File: config.mk
export PLATFORM = sky130hd
export DESIGN_NAME = uart_tx_arbiter_flat
export DESIGN_NICKNAME = d
export VERILOG_FILES = /design/src/rtl/uart_tx_arbiter_if.sv /design/src/rtl/uart_tx_arbiter.sv /design/src/flat_wrapper.sv
export SDC_FILE = /design/constraint.sdc
export NUM_CORES = 1
export LEC_CHECK = 0
export CAP_MARGIN = 20
export CORE_ASPECT_RATIO = 0.8
export CORE_UTILIZATION = 25
export DETAILED_ROUTE_END_ITERATION = 8
export PLACE_DENSITY_LB_ADDON = 0.05
export SYNTH_ARGS = -nofsm -noshare
export SYNTH_HDL_FRONTEND = slang
export SYNTH_SLANG_ARGS = --single-unit
File: constraint.sdc
create_clock -name clk -period 2.15 [get_ports clk]
set_clock_uncertainty 0.15 [all_clocks]
set_input_delay 0.215 -clock clk [delete_from_list [all_inputs] [get_ports clk]]
set_output_delay 0.215 -clock clk [all_outputs]
set_load 0.01 [all_outputs]
File: src/rtl/uart_tx_arbiter_if.sv
// Handshake bundle between byte requesters, the uart_tx_arbiter and the shared uart_tx.
// slave = arbiter side, master = producers plus serializer side.
interface uart_tx_arbiter_if #(
  parameter int unsigned NUM_REQ   = 4,
  parameter int unsigned DATA_BITS = 8
);
  localparam int unsigned ID_W = $clog2(NUM_REQ);

  logic [NUM_REQ-1:0]           req;
  logic [NUM_REQ*DATA_BITS-1:0] req_data;
  logic [NUM_REQ-1:0]           grant;
  logic [NUM_REQ-1:0]           done;
  logic [ID_W-1:0]              active_id;
  logic                         arb_busy;
  logic                         tx_en;
  logic [DATA_BITS-1:0]         tx_data;
  logic                         tx_busy;
  logic                         tx_done;
  logic                         timeout_err;

  modport slave (
    input  req, req_data, tx_busy, tx_done,
    output grant, done, active_id, arb_busy, tx_en, tx_data, timeout_err
  );

  modport master (
    output req, req_data, tx_busy, tx_done,
    input  grant, done, active_id, arb_busy, tx_en, tx_data, timeout_err
  );
endinterface

File: src/rtl/uart_tx_arbiter.sv
// Round-robin sharing of one uart_tx among NUM_REQ byte requesters.
// Optional watchdog enabled by defining UART_ARB_TIMEOUT_EN.
module uart_tx_arbiter #(
  parameter int unsigned NUM_REQ        = 4,
  parameter int unsigned DATA_BITS      = 8,
  parameter int unsigned TIMEOUT_CYCLES = 1048576
) (
  input  logic              clk,
  input  logic              arst_n,
  uart_tx_arbiter_if.slave  bus
);
  localparam int unsigned ID_W = $clog2(NUM_REQ);

  typedef enum logic [1:0] {
    S_IDLE,
    S_LAUNCH,
    S_WAIT_BUSY,
    S_WAIT_DONE
  } state_t;

  state_t               state_q;
  logic [ID_W-1:0]      ptr_q;
  logic [ID_W-1:0]      active_id_q;
  logic [NUM_REQ-1:0]   grant_q;
  logic [NUM_REQ-1:0]   done_q;
  logic                 tx_en_q;
  logic                 arb_busy_q;
  logic [DATA_BITS-1:0] tx_data_q;

  logic [DATA_BITS-1:0] req_bytes [NUM_REQ];
  logic                 found_d;
  logic [ID_W-1:0]      sel_d;
  logic [DATA_BITS-1:0] sel_data_d;
  logic                 in_xfer;
  logic                 xfer_end_d;
  logic                 timeout_hit;
  int unsigned          idx;

  for (genvar g = 0; g < NUM_REQ; g++) begin : g_unpack
    assign req_bytes[g] = bus.req_data[g*DATA_BITS +: DATA_BITS];
  end

`ifdef UART_ARB_TIMEOUT_EN
  localparam int unsigned CNT_W = $clog2(TIMEOUT_CYCLES + 1);
  logic [CNT_W-1:0] cnt_q;
  logic             timeout_err_q;
  assign timeout_hit     = in_xfer && (cnt_q == CNT_W'(TIMEOUT_CYCLES - 1));
  assign bus.timeout_err = timeout_err_q;
`else
  logic unused_timeout_cfg;
  assign unused_timeout_cfg = ^TIMEOUT_CYCLES;
  assign timeout_hit        = 1'b0;
  assign bus.timeout_err    = 1'b0;
`endif

  // Scan starts one past the last winner so the previous owner is considered last.
  always_comb begin
    found_d    = 1'b0;
    sel_d      = '0;
    sel_data_d = '0;
    idx        = 0;
    for (int unsigned i = 1; i <= NUM_REQ; i++) begin
      idx = (32'(ptr_q) + i) % NUM_REQ;
      if (!found_d && bus.req[ID_W'(idx)]) begin
        found_d    = 1'b1;
        sel_d      = ID_W'(idx);
        sel_data_d = req_bytes[ID_W'(idx)];
      end
    end
  end

  assign in_xfer    = (state_q == S_WAIT_BUSY) || (state_q == S_WAIT_DONE);
  assign xfer_end_d = in_xfer && (bus.tx_done || timeout_hit);

  always_ff @(posedge clk or negedge arst_n) begin
    if (!arst_n) begin
      state_q       <= S_IDLE;
      ptr_q         <= ID_W'(NUM_REQ - 1);
      active_id_q   <= '0;
      grant_q       <= '0;
      done_q        <= '0;
      tx_en_q       <= 1'b0;
      arb_busy_q    <= 1'b0;
      tx_data_q     <= '0;
`ifdef UART_ARB_TIMEOUT_EN
      cnt_q         <= '0;
      timeout_err_q <= 1'b0;
`endif
    end else begin
      grant_q <= '0;
      done_q  <= '0;
      tx_en_q <= 1'b0;
`ifdef UART_ARB_TIMEOUT_EN
      if (in_xfer && (cnt_q != '1)) cnt_q <= cnt_q + 1'b1;
      if (timeout_hit) timeout_err_q <= 1'b1;
`endif
      case (state_q)
        S_IDLE: begin
          if (found_d) begin
            tx_data_q   <= sel_data_d;
            active_id_q <= sel_d;
            ptr_q       <= sel_d;
            grant_q     <= NUM_REQ'(1) << sel_d;
            tx_en_q     <= 1'b1;
            arb_busy_q  <= 1'b1;
            state_q     <= S_LAUNCH;
`ifdef UART_ARB_TIMEOUT_EN
            cnt_q       <= '0;
`endif
          end
        end
        S_LAUNCH: state_q <= S_WAIT_BUSY;
        S_WAIT_BUSY, S_WAIT_DONE: begin
          // A frame fast enough to finish before busy is seen ends straight from WAIT_BUSY.
          if (xfer_end_d) begin
            done_q     <= NUM_REQ'(1) << active_id_q;
            arb_busy_q <= 1'b0;
            state_q    <= S_IDLE;
          end else if ((state_q == S_WAIT_BUSY) && bus.tx_busy) begin
            state_q <= S_WAIT_DONE;
          end
        end
        default: state_q <= S_IDLE;
      endcase
    end
  end

  assign bus.grant     = grant_q;
  assign bus.done      = done_q;
  assign bus.active_id = active_id_q;
  assign bus.arb_busy  = arb_busy_q;
  assign bus.tx_en     = tx_en_q;
  assign bus.tx_data   = tx_data_q;
endmodule

File: src/flat_wrapper.sv
// flat-port wrapper written by rule: the top's interface ports become plain ports
module uart_tx_arbiter_flat 
#(
  parameter int unsigned NUM_REQ        = 4,
  parameter int unsigned DATA_BITS      = 8,
  parameter int unsigned TIMEOUT_CYCLES = 1048576
)
  (clk, arst_n, bus_req, bus_req_data, bus_tx_busy, bus_tx_done, bus_grant, bus_done, bus_active_id, bus_arb_busy, bus_tx_en, bus_tx_data, bus_timeout_err);
  uart_tx_arbiter_if #(.NUM_REQ(NUM_REQ), .DATA_BITS(DATA_BITS)) bus_i ();
  input  logic clk;
  input  logic arst_n;
  input wire logic [$bits(bus_i.req)-1:0] bus_req;
  input wire logic [$bits(bus_i.req_data)-1:0] bus_req_data;
  input wire logic [$bits(bus_i.tx_busy)-1:0] bus_tx_busy;
  input wire logic [$bits(bus_i.tx_done)-1:0] bus_tx_done;
  output wire logic [$bits(bus_i.grant)-1:0] bus_grant;
  output wire logic [$bits(bus_i.done)-1:0] bus_done;
  output wire logic [$bits(bus_i.active_id)-1:0] bus_active_id;
  output wire logic [$bits(bus_i.arb_busy)-1:0] bus_arb_busy;
  output wire logic [$bits(bus_i.tx_en)-1:0] bus_tx_en;
  output wire logic [$bits(bus_i.tx_data)-1:0] bus_tx_data;
  output wire logic [$bits(bus_i.timeout_err)-1:0] bus_timeout_err;
  assign bus_i.req = bus_req;
  assign bus_i.req_data = bus_req_data;
  assign bus_i.tx_busy = bus_tx_busy;
  assign bus_i.tx_done = bus_tx_done;
  assign bus_grant = bus_i.grant;
  assign bus_done = bus_i.done;
  assign bus_active_id = bus_i.active_id;
  assign bus_arb_busy = bus_i.arb_busy;
  assign bus_tx_en = bus_i.tx_en;
  assign bus_tx_data = bus_i.tx_data;
  assign bus_timeout_err = bus_i.timeout_err;
  uart_tx_arbiter #(.NUM_REQ(NUM_REQ), .DATA_BITS(DATA_BITS), .TIMEOUT_CYCLES(TIMEOUT_CYCLES)) u_core (.clk(clk), .arst_n(arst_n), .bus(bus_i));
endmodule
==> Word-level counts from Yosys, hierarchy flattened <==
Cells that the tools add are included.
{ "op_classes": {"n_reduce_logical": 15, "bitwise_logic": 4, "mux": 45, "n_lt_le_gt_ge": 8, "add_sub_neg": 4, "eq_ne": 6, "n_shift": 2} }
{ "ops": {"columns": ["operator", "count"], "rows": [
  ["8-bit 2-to-1 mux", 12],
  ["8-bit binary-select mux with 2-bit select", 4],
  ["4-bit 2-to-1 mux", 4],
  ["2-bit 2-to-1 mux", 7],
  ["3-bit >= comparator, second input constant", 4],
  ["2-bit by 3-bit less-than comparator with 1-bit output, second input constant", 4],
  ["1-bit 2-to-1 mux", 12],
  ["2-bit inverter with 3-bit output", 4],
  ["1-bit binary-select mux with 2-bit select", 4],
  ["1-bit by 2-bit << shifter with 4-bit output, first input constant", 2],
  ["2-bit case mux with 3 select lines", 1],
  ["1-bit logical AND", 5],
  ["2-bit by 1-bit adder with 2-bit output, second input constant", 2],
  ["2-bit adder, second input constant", 2],
  ["2-bit equality test, second input constant", 2],
  ["2-bit by 1-bit != test with 1-bit output, second input constant", 2],
  ["2-bit AND reduction", 2],
  ["1-bit zero test", 3],
  ["3-bit by 1-bit != test with 1-bit output, second input constant", 1],
  ["3-bit AND reduction", 1],
  ["2-bit by 1-bit equality test with 1-bit output, second input constant", 1],
  ["2-bit zero test", 1],
  ["1-bit case mux with 2 select lines", 1],
  ["2-bit nonzero test", 1],
  ["2 further kinds", 2]
]} }
{ "totals": {"wordCells": 92, "reg_bits": 24, "in_bits": 40} }

==> Longest topological paths before layout <==
Gate-level depths: netlist of the first run.
{ "depth": {"ltp_word": 16, "mapped_depth": 7, "depth_no_buf": 5} }

==> Least setup slack after synthesis of the first run <==
OpenSTA, ideal clock, no wires.
{ "synth_timing": {"path_kind": "reg-to-reg", "start": "register u_core.ptr_q[0]", "end": "register u_core.tx_data_q[0], in the netlist u_core.bus.tx_data[0]", "synth_period_minus_slack_ns": 1.949, "path_buffers": 2, "setup_slack_ns": 0.201, "stages_incl_launch_ff": 7, "t_required_ns": 1.871, "arrival_time_ns": 1.670, "cell_sequence": "dfstp_2 -> clkbuf_2 -> inv_1 -> o41ai_4 -> or2_1 -> buf_6 -> o31ai_2"} }
{ "synth_via": {"elab_chain_len": 14, "elab_cells_between_ends": 43} }
{ "synth_rtl": {"columns": ["element", "line_no", "text"], "rows": [
  ["start: declaration", "uart_tx_arbiter.sv:22", "logic [ID_W-1:0] ptr_q;"],
  ["start signal: assignment", "uart_tx_arbiter.sv:78", "ptr_q <= ID_W'(NUM_REQ - 1);"],
  ["start signal: assignment", "uart_tx_arbiter.sv:102", "ptr_q <= sel_d;"],
  ["2-bit by 1-bit adder with 2-bit output", "uart_tx_arbiter.sv:63", "idx = (32'(ptr_q) + i) % NUM_REQ;"],
  ["1-bit binary-select mux with 2-bit select", "uart_tx_arbiter.sv:64", "if (!found_d && bus.req[ID_W'(idx)]) begin"],
  ["1-bit 2-to-1 mux (implied by the code)", "uart_tx_arbiter.sv:64", null],
  ["1-bit 2-to-1 mux", "uart_tx_arbiter.sv:64", null],
  ["1-bit zero test", "uart_tx_arbiter.sv:64", null],
  ["1-bit logical AND", "uart_tx_arbiter.sv:64", null],
  ["1-bit 2-to-1 mux", "uart_tx_arbiter.sv:64", null],
  ["1-bit zero test", "uart_tx_arbiter.sv:64", null],
  ["1-bit logical AND", "uart_tx_arbiter.sv:64", null],
  ["1-bit 2-to-1 mux", "uart_tx_arbiter.sv:64", null],
  ["1-bit zero test", "uart_tx_arbiter.sv:64", null],
  ["1-bit logical AND", "uart_tx_arbiter.sv:64", null],
  ["1-bit 2-to-1 mux", "uart_tx_arbiter.sv:64", null],
  ["2-bit AND reduction (no source line)", null, null],
  ["end signal: assignment", "uart_tx_arbiter.sv:100", "tx_data_q <= sel_data_d;"],
  ["end: declaration", "uart_tx_arbiter.sv:28", "logic [DATA_BITS-1:0] tx_data_q;"]
]} }
Parallel ways exist; a longest one is shown, timed or not. The select of a mux whose other input is x is not followed.
A chain may end at the register's enable or synchronous reset.

==> Worst setup path in the final report of the first run <==
{ "layout_timing": {"start": "register u_core.ptr_q[1]", "end": "register u_core.tx_data_q[3], in the netlist u_core.bus.tx_data[3]"} }
Same word-level chain as after synthesis.

==> impl_metrics.prom, run 1 <==
# TYPE chip_impl_metric gauge
chip_impl_info{name="run_status",value="complete, no violations"} 1
chip_impl_metric{name="drive_gt1_share",unit="%"} 26.4
chip_impl_metric{name="pin_count",unit=""} 61
chip_impl_metric{name="share_seq_of_total_power",unit="%"} 21.3
chip_impl_info{name="most-common-layout-cells",value="sky130_fd_sc_hd__clkdlybuf4s50_1 (59), sky130_fd_sc_hd__buf_4 (30), sky130_fd_sc_hd__a21oi_1 (24)"} 1
chip_impl_metric{name="power_frac_clock",unit="%"} 8.4
chip_impl_metric{name="totalWireLength",unit="mm"} 8.05
chip_impl_metric{name="die-area",unit="um^2"} 8650
chip_impl_metric{name="syn_avg_cell_area",unit="um^2"} 8.74
chip_impl_metric{name="area_of_the_core",unit="um^2"} 7980
chip_impl_metric{name="grt-ovfl-total",unit=""} 0
chip_impl_metric{name="grt_first_pass_wirelength",unit="mm"} 12.3
chip_impl_metric{name="overall_via_count_from_detail_route",unit=""} 2262
chip_impl_metric{name="synth_seq_cells",unit=""} 24
chip_impl_metric{name="avgRoutedWirePerCell",unit="um"} 18.9
chip_impl_metric{name="drc",unit=""} 0
chip_impl_metric{name="fillers",unit=""} 851
chip_impl_metric{name="synth_seq_area_share",unit="%"} 29.1
chip_impl_metric{name="cts_inserted_buffers",unit=""} 3
chip_impl_metric{name="post_detailed_route_via_to_cell_ratio",unit=""} 5.31
chip_impl_metric{name="fin_worst_hold_slack",unit="ns"} 0.156
chip_impl_metric{name="gp_congestion",unit=""} 0.806
chip_impl_metric{name="final_net_count",unit=""} 359
chip_impl_metric{name="final_hold_viol_count",unit=""} 0
chip_impl_metric{name="multiInputGateArea",unit="um^2"} 1390
chip_impl_metric{name="max_slew_headroom",unit="%"} 52.0
chip_impl_metric{name="setup_viol_count_final",unit=""} 0
chip_impl_metric{name="clock_insertion_delay_at_the_later_pin_of_the_skew_report",unit="ns"} 0.27
chip_impl_metric{name="rr_worst_depth",unit=""} 7
chip_impl_metric{name="cts_num_sinks",unit=""} 24
chip_impl_metric{name="internal_power",unit="W"} 0.00220
chip_impl_metric{name="global_route.usage.total",unit="%"} 18.5
chip_impl_metric{name="post_synth_instance_area",unit="um^2"} 2070
chip_impl_metric{name="timing.critical_path.fanout_max",unit=""} 8
chip_impl_metric{name="worst_setup_hold_path_clk_slew",unit="ns"} 0.09
chip_impl_metric{name="cts_max_level",unit=""} 1
chip_impl_info{name="critPathLaunchType",value="register"} 1
chip_impl_metric{name="p_sw_share",unit="%"} 43.1
chip_impl_metric{name="post-route-worst-setup-slack",unit="ns"} 0.0575
chip_impl_metric{name="pwr_density_cell",unit="nW/um^2"} 1220
chip_impl_metric{name="pre_cts_slack",unit="ns"} -0.192
chip_impl_metric{name="fp-row-count",unit=""} 29
chip_impl_metric{name="area_growth_syn_to_layout",unit="%"} 53.1
chip_impl_metric{name="period_needed",unit="ns"} 2.09
chip_impl_info{name="rsz0062_at_grt",value="true"} 1
chip_impl_metric{name="post-dp-hpwl",unit="mm"} 5.70
chip_impl_info{name="criticalPathCategory",value="register to register"} 1
chip_impl_metric{name="r2r_slack",unit="ns"} 0.06
chip_impl_info{name="layout_commonest_cell",value="sky130_fd_sc_hd__clkdlybuf4s50_1"} 1
chip_impl_metric{name="share_of_power_burned_in_combinational_logic",unit="%"} 70.3
chip_impl_metric{name="synth_cell_types",unit=""} 42
chip_impl_metric{name="register_area",unit="um^2"} 607
chip_impl_info{name="holdCritPathClass",value="primary input to async pin"} 1
chip_impl_metric{name="synth-warning-count",unit=""} 0
chip_impl_metric{name="syn-num-nets",unit=""} 277
chip_impl_metric{name="timing.fmax",unit="MHz"} 478
chip_impl_metric{name="cp.required",unit="ns"} 2.15
chip_impl_metric{name="ctsLongestPathBuffers",unit=""} 2
chip_impl_metric{name="min_period_over_period",unit="%"} 97.3
chip_impl_metric{name="p_sw",unit="W"} 0.00167
chip_impl_metric{name="chipWidth",unit="um"} 104
chip_impl_info{name="reg2reg_from",value="u_core.ptr_q[1]$_DFFE_PN1P_"} 1
chip_impl_info{name="cts_tree",value="yes"} 1
chip_impl_metric{name="worstPathArrival",unit="ns"} 2.10
chip_impl_info{name="timing.rr.end",value="u_core.bus.tx_data[3]$_DFFE_PN0P_"} 1
chip_impl_metric{name="initial_core_utilization",unit="%"} 25.9
chip_impl_metric{name="antenna_found_initial",unit=""} 0
chip_impl_metric{name="postSynthCellCount",unit=""} 237
chip_impl_info{name="critical_path.endpoint_type",value="register"} 1
chip_impl_metric{name="grt_start_max_net_pins",unit=""} 25
chip_impl_metric{name="worst_slew_pin_slew",unit="ns"} 0.719
chip_impl_metric{name="timing_max_transition_violations_final",unit=""} 0
chip_impl_metric{name="drt-initial-drc-count",unit=""} 165
chip_impl_metric{name="maximum_ir_drop_on_the_vdd_rail",unit="V"} 0.000527
chip_impl_metric{name="cap_viol_max_count",unit=""} 0
chip_impl_metric{name="num_antenna_cells",unit=""} 0
chip_impl_metric{name="number_of_global_route_vias_before_repair",unit=""} 2165
chip_impl_info{name="clk_root_buffer_cell",value="sky130_fd_sc_hd__clkbuf_8"} 1
chip_impl_metric{name="die_h",unit="um"} 83.4
chip_impl_metric{name="placement.io_buffers",unit=""} 59
chip_impl_metric{name="ant_nets",unit=""} 0
chip_impl_metric{name="drt-pass1-iter-count",unit=""} 5
chip_impl_metric{name="leakagePower",unit="nW"} 1.32
## cells by family (layout without fill, tap and decap cells)
group	after synthesis	in the layout	share of synthesized area, %
AO/OA/AOI/OAI	81	81	30.3
buffers and inverters	28	109	7.07
flip-flops	24	24	29.1
multiplexers	25	25	13.1
other	1	1	0.181
AND/OR/NAND/NOR	78	78	20.2
## critical path, stage by stage (launching register included)
cell and delay (ns):
sky130_fd_sc_hd__dfstp_4 0.68, sky130_fd_sc_hd__buf_4 0.15, sky130_fd_sc_hd__nor2b_1 0.06, sky130_fd_sc_hd__buf_4 0.17, sky130_fd_sc_hd__a222oi_1 0.32, sky130_fd_sc_hd__nand2_1 0.13, sky130_fd_sc_hd__a21oi_2 0.21, sky130_fd_sc_hd__o31ai_4 0.09
## metrics by stage
step	total power [W]	cells	TNS (ns)	util (%)	cell area [um^2]
3_5_place_dp	0.00330	419	-1.14	37.6	3000
2_1_floorplan	0.00223	237	0	-	2070
6_report	0.00387	426	0	39.7	3170
4_1_cts	0.00363	423	0	38.3	3060
5_1_grt	0.00414	426	-0.0860	39.7	3170
3_3_place_gp	0.00330	419	-1.18	37.6	3000
## Yosys cell counts (all sizes together)
master	number	area share [%]
nor2	19	3.4
o22ai	9	2.7
a21oi	28	6.8
and2	11	3.3
a222oi	16	7.7
a21o	2	0.72
clkbuf	7	1.3
conb	1	0.18
nor2b	2	0.60
and3	1	0.30
mux2	16	8.7
dfstp	2	2.5
o41ai	1	1.3
dfrtp	22	27
nor3b	4	1.9
a31oi	8	2.4
nand3	7	1.7
nor3	4	0.97
o31ai	8	4.8
inv	6	1.1
and3b	2	0.85
o221ai	1	0.42
buf	15	4.7
nor4b	2	0.85
nand2b	1	0.30
a211o	2	0.85
nor4bb	2	1.7
nand2	22	4.0
or2	1	0.30
a22oi	2	1.4
o21ai	4	1.1
mux2i	9	4.4
## final cells by class
| type | instances | area share (%) |
|---|---|---|
| flip-flops and latches | 24 | 19.1 |
| repair buffers | 99 | 30.4 |
| well taps | 108 | 4.26 |
| clock buffers | 4 | 1.74 |
| inverters | 6 | 0.710 |
| multi-input cells | 185 | 43.8 |
## registers in the layout (all words and copies together) (netlist names)
signal / flops
u_core.bus.arb_busy: 1
u_core.bus.tx_en: 1
u_core.bus.active_id: 2
u_core.bus.done: 4
u_core.state_q: 2
u_core.ptr_q: 2
u_core.bus.grant: 4
u_core.bus.tx_data: 8
## how the worst max path moves through the flow
| stage | from | to | slack (ns) | cells past startpoint |
|---|---|---|---|---|
| floorplan | u_core.ptr_q[0]$_DFFE_PN1P_ | u_core.bus.tx_data[0]$_DFFE_PN0P_ | 0.20 | 6 |
| global placement | bus_req[2] | u_core.bus.tx_data[4]$_DFFE_PN0P_ | -0.20 | 6 |
| detailed placement | bus_req[2] | u_core.bus.tx_data[4]$_DFFE_PN0P_ | -0.19 | 6 |
| CTS | u_core.ptr_q[1]$_DFFE_PN1P_ | u_core.bus.tx_data[3]$_DFFE_PN0P_ | 0.05 | 7 |
| global route | u_core.ptr_q[1]$_DFFE_PN1P_ | u_core.bus.tx_data[3]$_DFFE_PN0P_ | -0.03 | 7 |
| finish | u_core.ptr_q[1]$_DFFE_PN1P_ | u_core.bus.tx_data[3]$_DFFE_PN0P_ | 0.06 | 7 |
## power by group through the flow
stage	sequential [W]	combinational, W	clock, W
6_report	0.000822	0.00272	0.000326
5_1_grt	0.000850	0.00293	0.000353
4_1_cts	0.000839	0.00246	0.000334
3_5_place_dp	0.000841	0.00246	0
3_3_place_gp	0.000844	0.00246	0
2_1_floorplan	0.000816	0.00141	0
## layer usage
metal | GRT usage (%) | vias to the layer above | routed length [um]
met3 | 2.67 | 14 | 453
met2 | 29.9 | 93 | 3700
li1 | - | 1067 | -
met4 | 5.19 | 0 | 176
met5 | 0 | - | 0
met1 | 25.6 | 1088 | 3720
## what timing repair did
| item | CTS | global route |
|---|---|---|
| endpoints found under the setup margin | 0 | 11 |
| gates resized for setup | 0 | 20 |
| buffers inserted | 0 | 3 |
| hold buffers | 0 | 0 |
No activity file was read; power rests on OpenSTA's default activity.
==> run 2: changes to the inputs <==
ABC_AREA = 0   (was not set)
==> results of run 2 <==
The final DEF is identical to that of run 1; final timing and power are the same.
==> run 3: changes to the inputs <==
CORE_MARGIN = 1.5   (was not set)
==> impl_metrics.prom, run 3 (same netlist as run 1, synthesis figures left out) <==
# TYPE chip_impl_metric gauge
chip_impl_info{name="run_status",value="complete, no violations"} 1
chip_impl_metric{name="cap_viol_max_count",unit=""} 0
chip_impl_metric{name="drt-pass1-iter-count",unit=""} 8
chip_impl_metric{name="totalWireLength",unit="mm"} 7.07
chip_impl_metric{name="timing.fmax",unit="MHz"} 481
chip_impl_metric{name="clock_insertion_delay_at_the_later_pin_of_the_skew_report",unit="ns"} 0.27
chip_impl_metric{name="die_h",unit="um"} 84.4
chip_impl_metric{name="final_cell_count_no_fill",unit=""} 421
chip_impl_metric{name="gp_congestion",unit=""} 0.847
chip_impl_metric{name="stdcell_area",unit="um^2"} 3060
chip_impl_metric{name="worstPathArrival",unit="ns"} 2.08
chip_impl_metric{name="cts_inserted_buffers",unit=""} 3
chip_impl_metric{name="grt_start_max_net_pins",unit=""} 31
chip_impl_metric{name="die-area",unit="um^2"} 8840
chip_impl_info{name="criticalPathCategory",value="primary input to register"} 1
chip_impl_metric{name="cts_post_setup_buffers_inserted",unit=""} 0
chip_impl_metric{name="initial_core_utilization",unit="%"} 25.9
chip_impl_metric{name="drive_gt1_share",unit="%"} 23.6
chip_impl_metric{name="global_route.usage.total",unit="%"} 16.0
chip_impl_metric{name="post-dp-hpwl",unit="mm"} 5.49
chip_impl_metric{name="area_of_the_core",unit="um^2"} 7980
chip_impl_metric{name="post_detailed_route_via_to_cell_ratio",unit=""} 5.17
chip_impl_metric{name="leakagePower",unit="nW"} 1.29
chip_impl_metric{name="pin_count",unit=""} 61
chip_impl_metric{name="grt_first_pass_wirelength",unit="mm"} 11.2
chip_impl_metric{name="drc",unit=""} 0
chip_impl_metric{name="timing_max_transition_violations_final",unit=""} 0
chip_impl_metric{name="post-route-worst-setup-slack",unit="ns"} 0.0707
chip_impl_metric{name="worst_slew_pin_slew",unit="ns"} 0.651
chip_impl_metric{name="antenna_found_initial",unit=""} 0
chip_impl_metric{name="overall_via_count_from_detail_route",unit=""} 2177
chip_impl_info{name="most-common-layout-cells",value="sky130_fd_sc_hd__clkdlybuf4s50_1 (59), sky130_fd_sc_hd__buf_4 (31), sky130_fd_sc_hd__a21oi_1 (28)"} 1
chip_impl_metric{name="period_needed",unit="ns"} 2.08
chip_impl_metric{name="rr_worst_depth",unit=""} 5
chip_impl_metric{name="maximum_ir_drop_on_the_vdd_rail",unit="V"} 0.000462
chip_impl_metric{name="area_growth_syn_to_layout",unit="%"} 47.7
chip_impl_metric{name="dpl.cell_count",unit=""} 417
chip_impl_metric{name="final_hold_viol_count",unit=""} 0
chip_impl_metric{name="ant_nets",unit=""} 0
chip_impl_info{name="layout_commonest_cell",value="sky130_fd_sc_hd__clkdlybuf4s50_1"} 1
chip_impl_metric{name="cts_max_level",unit=""} 1
chip_impl_metric{name="cp.required",unit="ns"} 2.15
chip_impl_metric{name="pwr_density_cell",unit="nW/um^2"} 1180
chip_impl_metric{name="fp-row-count",unit=""} 29
chip_impl_info{name="critical_path.endpoint_type",value="register"} 1
chip_impl_info{name="cts_tree",value="yes"} 1
chip_impl_info{name="clk_root_buffer_cell",value="sky130_fd_sc_hd__clkbuf_8"} 1
chip_impl_metric{name="num_antenna_cells",unit=""} 0
chip_impl_metric{name="cts_num_sinks",unit=""} 24
chip_impl_metric{name="final_net_count",unit=""} 354
chip_impl_info{name="rsz0062_at_grt",value="false"} 1
chip_impl_metric{name="pre_cts_slack",unit="ns"} -0.269
chip_impl_metric{name="avgRoutedWirePerCell",unit="um"} 16.8
chip_impl_metric{name="grt-ovfl-total",unit=""} 0
chip_impl_info{name="holdCritPathClass",value="primary input to async pin"} 1
chip_impl_info{name="timing.rr.end",value="u_core.bus.tx_data[7]$_DFFE_PN0P_"} 1
chip_impl_metric{name="setup_viol_count_final",unit=""} 0
chip_impl_metric{name="cts_hold_buffers_added",unit=""} 0
chip_impl_info{name="reg2reg_from",value="u_core.ptr_q[1]$_DFFE_PN1P_"} 1
chip_impl_info{name="critPathLaunchType",value="primary input"} 1
chip_impl_metric{name="flip_flop_count_of_the_largest_register_after_layout",unit=""} 8
chip_impl_metric{name="timing.critical_path.fanout_max",unit=""} 8
chip_impl_metric{name="placement.io_buffers",unit=""} 59
chip_impl_metric{name="max_slew_headroom",unit="%"} 56.5
chip_impl_metric{name="r2r_slack",unit="ns"} 0.12
chip_impl_metric{name="fillers",unit=""} 823
chip_impl_metric{name="min_period_over_period",unit="%"} 96.7
chip_impl_metric{name="chipWidth",unit="um"} 105
chip_impl_metric{name="ctsLongestPathBuffers",unit=""} 2
chip_impl_metric{name="worst_setup_hold_path_clk_slew",unit="ns"} 0.09
chip_impl_metric{name="number_of_global_route_vias_before_repair",unit=""} 2143
chip_impl_metric{name="fin_worst_hold_slack",unit="ns"} 0.157
chip_impl_metric{name="post_dp_cell_area",unit="um^2"} 2970
chip_impl_metric{name="drt-initial-drc-count",unit=""} 160
run 3: critical path, stage by stage:
cell                              delay (ns)
sky130_fd_sc_hd__clkdlybuf4s50_1        0.57
sky130_fd_sc_hd__buf_4                  0.23
sky130_fd_sc_hd__nor4b_1                0.34
sky130_fd_sc_hd__o21ai_2                0.16
sky130_fd_sc_hd__buf_4                  0.18
sky130_fd_sc_hd__o22ai_1                0.29
sky130_fd_sc_hd__o31ai_2                0.08
run 3: final cells by class:
| cell class | instances | area [um^2] | area share [%] |
|---|---|---|---|
| Tap cell | 108 | 135 | 4.42 |
| Clock inverter | 1 | 30.0 | 0.982 |
| Timing Repair Buffer | 94 | 895 | 29.2 |
| Inverter | 6 | 22.5 | 0.736 |
| Sequential cell | 24 | 603 | 19.7 |
| Clock buffer | 3 | 41.3 | 1.35 |
| Multi-Input combinational cell | 185 | 1330 | 43.6 |
run 3: routing by layer:
layer  part of all wire, %  GRT usage [%]  vias to the layer above  wire length, um
met3                   5.4           2.64                       10              379
li1                      -              -                     1059                -
met5                     0              0                        -                0
met4                   1.9           3.86                        0              134
met2                    47           27.0                       78             3360
met1                    45           21.4                     1030             3200
run 3: report_power, final:
group          internal (W)  total (W)  switching (W)
Clock              0.000249   0.000395       0.000146
Combinational       0.00123    0.00242        0.00119
Sequential         0.000651   0.000798       0.000147
run 3: repair_timing:
action / 4_1_cts / 5_1_grt
pin swaps: 0 / 0
gates resized for setup: 1 / 3
setup endpoints to repair: 8 / 9
run 3: how the worst max path moves through the flow:
stage                           startpoint                           endpoint  slack [ns]
3_5_place_dp                    bus_req[2]  u_core.bus.tx_data[7]$_DFFE_PN0P_       -0.27
2_1_floorplan  u_core.ptr_q[0]$_DFFE_PN1P_  u_core.bus.tx_data[0]$_DFFE_PN0P_        0.20
3_3_place_gp                    bus_req[2]  u_core.bus.tx_data[2]$_DFFE_PN0P_       -0.25
4_1_cts                         bus_req[2]  u_core.bus.tx_data[7]$_DFFE_PN0P_        0.02
5_1_grt        u_core.ptr_q[1]$_DFFE_PN1P_  u_core.bus.tx_data[3]$_DFFE_PN0P_       0.007
6_report                        bus_req[2]  u_core.bus.tx_data[7]$_DFFE_PN0P_        0.07
run 3: per-stage QoR:
step	power (W)	setup TNS (ns)	utilization, %
finish	0.00361	0	38.3
global route	0.00390	0	38.3
CTS	0.00364	0	38.2
detailed placement	0.00322	-2.10	37.2
global placement	0.00323	-1.92	37.2
floorplan	0.00223	0	-
